## src/rtl/hex_display_scan_if.sv

```systemverilog
// Signal bundle between the datapath value source and the 7-segment scan driver.
// The master supplies the value and load/blank controls; the slave drives the display pins.
interface hex_display_scan_if;
    logic [31:0] din;
    logic        load;
    logic        blank_lz;
    logic [7:0]  an;
    logic [6:0]  seg;
    logic        dp;
    logic        digit_tick;

    modport master (
        output din, load, blank_lz,
        input  an, seg, dp, digit_tick
    );

    modport slave (
        input  din, load, blank_lz,
        output an, seg, dp, digit_tick
    );
endinterface

```

## src/rtl/hex_display_scan.sv

```systemverilog
// Shows a 32-bit shadowed value as 8 hex digits on a multiplexed common-anode
// 7-segment display, with programmable refresh prescaler and leading-zero blanking.
module hex_display_scan #(
    parameter int unsigned REFRESH_DIV = 100000,
    parameter int unsigned PRE_W       = 17
) (
    input logic               clk,
    input logic               rst,
    hex_display_scan_if.slave bus
);

    localparam logic [PRE_W-1:0] PRE_LAST = PRE_W'(REFRESH_DIV - 1);

    logic [31:0]      shadow;
    logic [2:0]       idx;
    logic [PRE_W-1:0] pre;
    logic [7:0]       an_q;
    logic [6:0]       seg_q;
    logic             tick_q;

    logic [7:0] lz;
    logic [3:0] nib;
    logic       blanked;
    logic       terminal;

    function automatic logic [6:0] decode(input logic [3:0] n);
        logic [6:0] s;
        case (n)
            4'h0: s = 7'h40;
            4'h1: s = 7'h79;
            4'h2: s = 7'h24;
            4'h3: s = 7'h30;
            4'h4: s = 7'h19;
            4'h5: s = 7'h12;
            4'h6: s = 7'h02;
            4'h7: s = 7'h78;
            4'h8: s = 7'h00;
            4'h9: s = 7'h10;
            4'hA: s = 7'h08;
            4'hB: s = 7'h03;
            4'hC: s = 7'h46;
            4'hD: s = 7'h21;
            4'hE: s = 7'h06;
            default: s = 7'h0E;
        endcase
        return s;
    endfunction

    // lz[i]: nibbles 7..i of the shadow are all zero; digit 0 is never blanked.
    always_comb begin
        lz = '0;
        for (int unsigned i = 1; i < 8; i++) begin
            lz[i] = ((shadow >> (4 * i)) == '0);
        end
    end

    assign nib      = shadow[{idx, 2'b00} +: 4];
    assign blanked  = bus.blank_lz && (idx != 3'd0) && lz[idx];
    assign terminal = (pre == PRE_LAST);

    always_ff @(posedge clk) begin
        if (rst) begin
            shadow <= '0;
            idx    <= '0;
            pre    <= '0;
            an_q   <= '1;
            seg_q  <= '1;
            tick_q <= 1'b0;
        end else begin
            if (bus.load) begin
                shadow <= bus.din;
            end
            if (terminal) begin
                pre    <= '0;
                idx    <= idx + 3'd1;
                tick_q <= 1'b1;
            end else begin
                pre    <= pre + 1'b1;
                tick_q <= 1'b0;
            end
            // Output register samples the pre-load shadow and pre-advance idx.
            an_q  <= ~(8'b1 << idx);
            seg_q <= blanked ? 7'h7F : decode(nib);
        end
    end

    assign bus.an         = an_q;
    assign bus.seg        = seg_q;
    assign bus.dp         = 1'b1;
    assign bus.digit_tick = tick_q;

endmodule
```

## src/flat_wrapper.sv

```systemverilog
// flat-port wrapper written by rule: the top's interface ports become plain ports
module hex_display_scan_flat 
#(
    parameter int unsigned REFRESH_DIV = 100000,
    parameter int unsigned PRE_W       = 17
)
  (clk, rst, bus_din, bus_load, bus_blank_lz, bus_an, bus_seg, bus_dp, bus_digit_tick);
  hex_display_scan_if bus_i ();
  input logic clk;
  input logic rst;
  input wire logic [$bits(bus_i.din)-1:0] bus_din;
  input wire logic [$bits(bus_i.load)-1:0] bus_load;
  input wire logic [$bits(bus_i.blank_lz)-1:0] bus_blank_lz;
  output wire logic [$bits(bus_i.an)-1:0] bus_an;
  output wire logic [$bits(bus_i.seg)-1:0] bus_seg;
  output wire logic [$bits(bus_i.dp)-1:0] bus_dp;
  output wire logic [$bits(bus_i.digit_tick)-1:0] bus_digit_tick;
  assign bus_i.din = bus_din;
  assign bus_i.load = bus_load;
  assign bus_i.blank_lz = bus_blank_lz;
  assign bus_an = bus_i.an;
  assign bus_seg = bus_i.seg;
  assign bus_dp = bus_i.dp;
  assign bus_digit_tick = bus_i.digit_tick;
  hex_display_scan #(.REFRESH_DIV(REFRESH_DIV), .PRE_W(PRE_W)) u_core (.clk(clk), .rst(rst), .bus(bus_i));
endmodule
```

## config.mk

```make
export PLATFORM = sky130hd
export DESIGN_NAME = hex_display_scan_flat
export DESIGN_NICKNAME = d
export VERILOG_FILES = /design/src/rtl/hex_display_scan_if.sv /design/src/rtl/hex_display_scan.sv /design/src/flat_wrapper.sv
export SDC_FILE = /design/constraint.sdc
export NUM_CORES = 1
export LEC_CHECK = 0
export BUFFER_PORTS_ARGS = -buffer_cell sky130_fd_sc_hd__buf_2
export CAP_MARGIN = 20
export CORE_MARGIN = 5
export CORE_UTILIZATION = 57
export DETAILED_ROUTE_END_ITERATION = 6
export PLACE_DENSITY = 0.84
export SLEW_MARGIN = 10
export SYNTH_ARGS = -nofsm -noshare
export SYNTH_HDL_FRONTEND = slang
export SYNTH_SLANG_ARGS = --single-unit
```

## constraint.sdc

```tcl
create_clock -name clk -period 6.11 [get_ports clk]
set_input_delay 0.611 -clock clk [delete_from_list [all_inputs] [get_ports clk]]
set_output_delay 0.611 -clock clk [all_outputs]
set_load 0.005 [all_outputs]
```

======== Word level (Yosys, flattened, before mapping) ========
Memories as Yosys holds them, arrays and structs flattened. A register that Yosys moved wholly into a read port is not among the register bits.
Index checks and enable logic that the tools add are counted.
W data, S select, Z words.
storage, ports and cells
  register bits after elaboration ......... 61
  latch bits .............................. 0
  RAM bits ................................ 0
  bits in read-only memories .............. 112
  input port bits ......................... 36
  logic and storage cells ................. 28
  memories kept ........................... 1
memories
  name              words  bits a word  read ports  clocked after Yosys merged registers in  wr ports  line                    RTL
  (name not given)  16     7            1           1                                        0         hex_display_scan.sv:28  case (n)
cells by class
  add/subtract/negate cells ............... 2
  multiply operators ...................... 0
  div/mod/pow operators ................... 0
  $lt $le $gt $ge ......................... 1
  equality and inequality tests ........... 1
  shifts and indexed selects .............. 2
  multiplexer cells ....................... 3
  bitwise logic cells ..................... 1
  reductions and logical operators ........ 12
operators with widths
  operator                 number
  $logic_not A32 Y1        7
  $shiftx A32 B6 Y4        1
  $add A17 B1 Y17 const B  1
  $eq A17 B17 Y1 const B   1
  $not A8 Y8               1
  $shl A1 B3 Y8 const A    1
  $lt A3 B4 Y1 const B     1
  $reduce_or A2 Y1         2
  $add A3 B1 Y3 const B    1
  $bmux W1 S3              1
  $reduce_bool A3 Y1       1
  $logic_and A1 B1 Y1      2
  $mux W1                  2

======== Logic depth before layout (Yosys ltp) ========
  depth in word-level cells ............... 5
  depth in mapped cells ................... 9
  mapped depth without buffers ............ 8

======== Worst setup path before layout ========
Ideal clock, no wire load.
  path type ............................... reg2reg
  from .................................... register u_core.idx[0]
  to ...................................... register u_core.seg_q[3] (netlist: u_core.bus.seg[3])
  data arrival time ....................... 2186 ps
  data required time ...................... 5976 ps
  path slack .............................. 3790 ps
  cell stages (with the launch flop) ...... 9
  path buffers ............................ 1
  cell sequence ........................... dfxtp_1 -> buf_6 -> mux4_1 -> mux2i_1 -> inv_1 -> ha_1 -> mux2_2 -> mux2i_1 -> nand2_1
on the way
  cells in the longest elaborated chain, start to end .. 4
RTL lines
  what                                                                  line                    RTL
  start: declaration                                                    hex_display_scan.sv:15  logic [2:0] idx;
  start signal: assignment                                              hex_display_scan.sv:75  idx <= idx + 3'd1;
  $bmux W1 S3 or $reduce_bool A3 Y1 (tied branches)                     hex_display_scan.sv:58  assign blanked = bus.blank_lz && (idx != 3'd0) && lz[idx];
  $mux W1 (not written as such) or $logic_and A1 B1 Y1 (tied branches)  hex_display_scan.sv:58
  $logic_and A1 B1 Y1                                                   hex_display_scan.sv:58
  $reduce_or A2 Y1 (no source line)                                     n/a
  end: declaration                                                      hex_display_scan.sv:18  logic [6:0] seg_q;
Several ways; a longest one is shown, not always the timed one. The select of a mux whose other input is x is not followed.
A chain may end at the register's enable or synchronous reset.

======== Worst setup path after layout ========
Ends and elaborated chain as after synthesis.

==> impl_results.md <==
- Via density: 5.397
- Distinct cells, synth: 44
- I/O Pins: 53
- Clock slew at reported path FFs: 0.07 ns
- Worst slew pin tran: 0.9292 ns
- CTS tree: built
- Fin. Hold Viols: 0
- Post-Route M1 WL: 2696 um
- Root Driver: clkbuf_8
- Setup violations, final: 0
- Commonest non-fill, non-tap cells in the layout: dfxtp_1, nor2_1, buf_2, mux2i_1, nand2_1
- Setup Buffers After CTS: 0
- Syn Std Cell Area: 3072 um2
- Max-slew violations: 0
- Tcrit/Tclk final: 45.64%
- Net Sw Power: 0.0002076 W
- Initial antenna violation count: 0
- Met2 WL post-DR: 2834 um
- Clk buf depth: 2
- Final setup TNS: 0 ns
- Sequential share of power: 51.0%
- Largest net degree at the start of global routing: 45
- Synth Area in Adders: 5.295%
- Sequential cell area fraction in the yosys report: 44.32%
- Clock Skew: 0.01031 ns
- Layout cell share with drive strength beyond 1: 21.23%
- Number of global-route vias before repair: 2327
- Area leader, netlist: dfxtp_1
- Final non-filler cell total: 428
- CORE AREA: 5172 um2
- Initial Util: 59.39%
- HPWL after DPL: 4396 um
- Power share of the clock group: 40.0%
- EDFF count, synth: 0
- Status: complete, no violations
- P per Cell Area: 264.6 nW/um2
- CP Data Required Time: 6.31 ns
- CP arrival: 2.98 ns
- Multiplexer area fraction after synthesis: 20.37%
- Via count: 2310
- LEAKAGE: 1.534 nW
- GRT Util Overall: 19.00%
- Comb pwr share: 9.0%
- Chip Height: 83.41 um
- Final nets: 405
- H-tree depth: 3
- Compound-Gate Fraction of Synth Area: 3.747%
- Drt total wl: 6126 um
- Drt first pass iters: 4
- ANT cells: 0
- Post-synthesis register bit count: 68
- Die ar.: 6957 um2
- Post-synthesis simple-gate area fraction: 17.88%
- GP Congestion: 0.9360
- Clk_lat worst skew: 0.34 ns
- Clock period minus worst slack: 2.789 ns
- Max Cap Viol: 0
- Asr flop ratio synth: 0%
- Unrepaired setup endpoints after global routing: no
- Setup ws final: 3.321 ns
- Total CTS buffers: 9
- Hold slack: 0.4631 ns
- Port bufs: 51
- Int Pwr: 0.0007258 W
- DP Worst Slack: 3.379 ns
- Yosys warnings: 0
- Antenna viol nets, final: 0
- Hold Buf Count CTS: 0
- Syn nets: 358
- Worst setup path category: flop to flop
- Sw Share: 22.25%
- Post-synth top area share: 44.32%
- Wire per inst: 14.31 um
- Overflow after GRT: 0
- Crit start category: flop
- DR WL met3: 453 um
- Layout area overhead: 14.83%
- Post-CTS resize count: 0
- # rows: 26
- Placed Cells: 415
- Crit. End Element: flop
- Die Width: 83.41 um
- Initial drt markers: 104
- Largest family of logic cells by synthesized area: multiplexers
- Xor-xnor portion of the synthesized cell area: 4.562%
- Global-route wire length before repair: 10710 um
- Main synth FF type: dfxtp_1
- Uppermost layer routed: met4
- Clk sink count: 68
- Fmax: 358.6 MHz
- Commonest non-fill, non-tap cell in the layout: dfxtp_1
- Post-Syn Instances: 309
- Synth area leaders: dfxtp_1, mux2i_1, nor2_1
- Syn Area/Cell: 9.941 um2
- Slew margin rel.: 38.06%
- Peak supply drop: 0.2488 mV
- DRC viols: 0
- Min-Delay Path Class: flop to flop
- Max FO, Critical Path: 14
## power groups by stage
stage                     logic [W]  registers [W]  clock network [W]
after floorplan           0.0000580       0.000481                  0
after global placement    0.0000797       0.000485                  0
after detailed placement  0.0000827       0.000486                  0
after CTS                 0.0000838       0.000476           0.000380
after global routing      0.0000940       0.000478           0.000401
final                     0.0000838       0.000476           0.000373
## cell families after synthesis
group           Yosys count
other cells               1
fa+ha+maj                13
mux                      49
xor+xnor                 16
flops                    68
buf+inv                  24
simple gates            120
compound gates           18
## flip-flops by register name, summed over array words and instances, names as in the netlist
| name | count |
|---|---|
| u_core.pre | 17 |
| u_core.bus.seg | 7 |
| u_core.bus.digit_tick | 1 |
| u_core.idx | 3 |
| u_core.bus.an | 8 |
| u_core.shadow | 32 |
## metal layers
layer,global-route usage (%),up-vias
li1,-,1153
met1,23.56,1058
met2,28.86,85
met3,7.228,14
met4,9.503,0
met5,0,-
## layout make-up
class / count / area [um2]
timing repair buffer: 51 / 255.2
clock buffer: 10 / 127.6
inverter: 9 / 33.78
sequential: 68 / 1361
clock inverter: 3 / 65.06
tap: 70 / 87.58
fill: 391 / 1645
multi-input combinational: 217 / 1597
## Yosys cell counts (all sizes together) (3+ instances only)
library cell / instances
nand2: 21
xor2: 10
nor3: 5
ha: 13
xnor2: 6
nand4: 3
nand2b: 3
inv: 8
nand3: 10
a21oi: 3
mux4: 8
clkbuf: 7
buf: 8
mux2: 3
nor4: 8
dfxtp: 68
o21ai: 7
o211ai: 4
nor2: 61
mux2i: 38
## path summary, 6_finish.rpt
path | from | end | slack (ns) | cells past startpoint
worst max-delay path | u_core.idx[0]$_SDFFE_PP0P_ | u_core.bus.seg[3]$_SDFF_PP1_ | 3.32 | 7
worst min-delay path | u_core.pre[0]$_SDFF_PP0_ | u_core.pre[0]$_SDFF_PP0_ | 0.46 | 1
worst max register to register | u_core.idx[0]$_SDFFE_PP0P_ | u_core.bus.seg[3]$_SDFF_PP1_ | 3.32 | 7
worst min register to register | u_core.pre[0]$_SDFF_PP0_ | u_core.pre[0]$_SDFF_PP0_ | 0.46 | 1
## through the flow
| stage | utilization [%] | power (W) | instance area [um2] |
|---|---|---|---|
| 2_1_floorplan | - | 0.0005392 | 3072 |
| 3_3_place_gp | 64.47 | 0.0005645 | 3334 |
| 3_5_place_dp | 64.47 | 0.0005683 | 3334 |
| 4_1_cts | 68.19 | 0.0009402 | 3527 |
| 5_1_grt | 68.19 | 0.0009726 | 3527 |
| 6_report | 68.19 | 0.0009334 | 3527 |
## critical path, stage by stage (launching register included)
cell	delay [ns]
dfxtp_1	0.73
mux4_1	0.64
mux2i_1	0.43
inv_1	0.14
ha_1	0.24
mux2_2	0.28
mux2i_1	0.13
nand2_1	0.06
(Power assumes the default switching activity.)
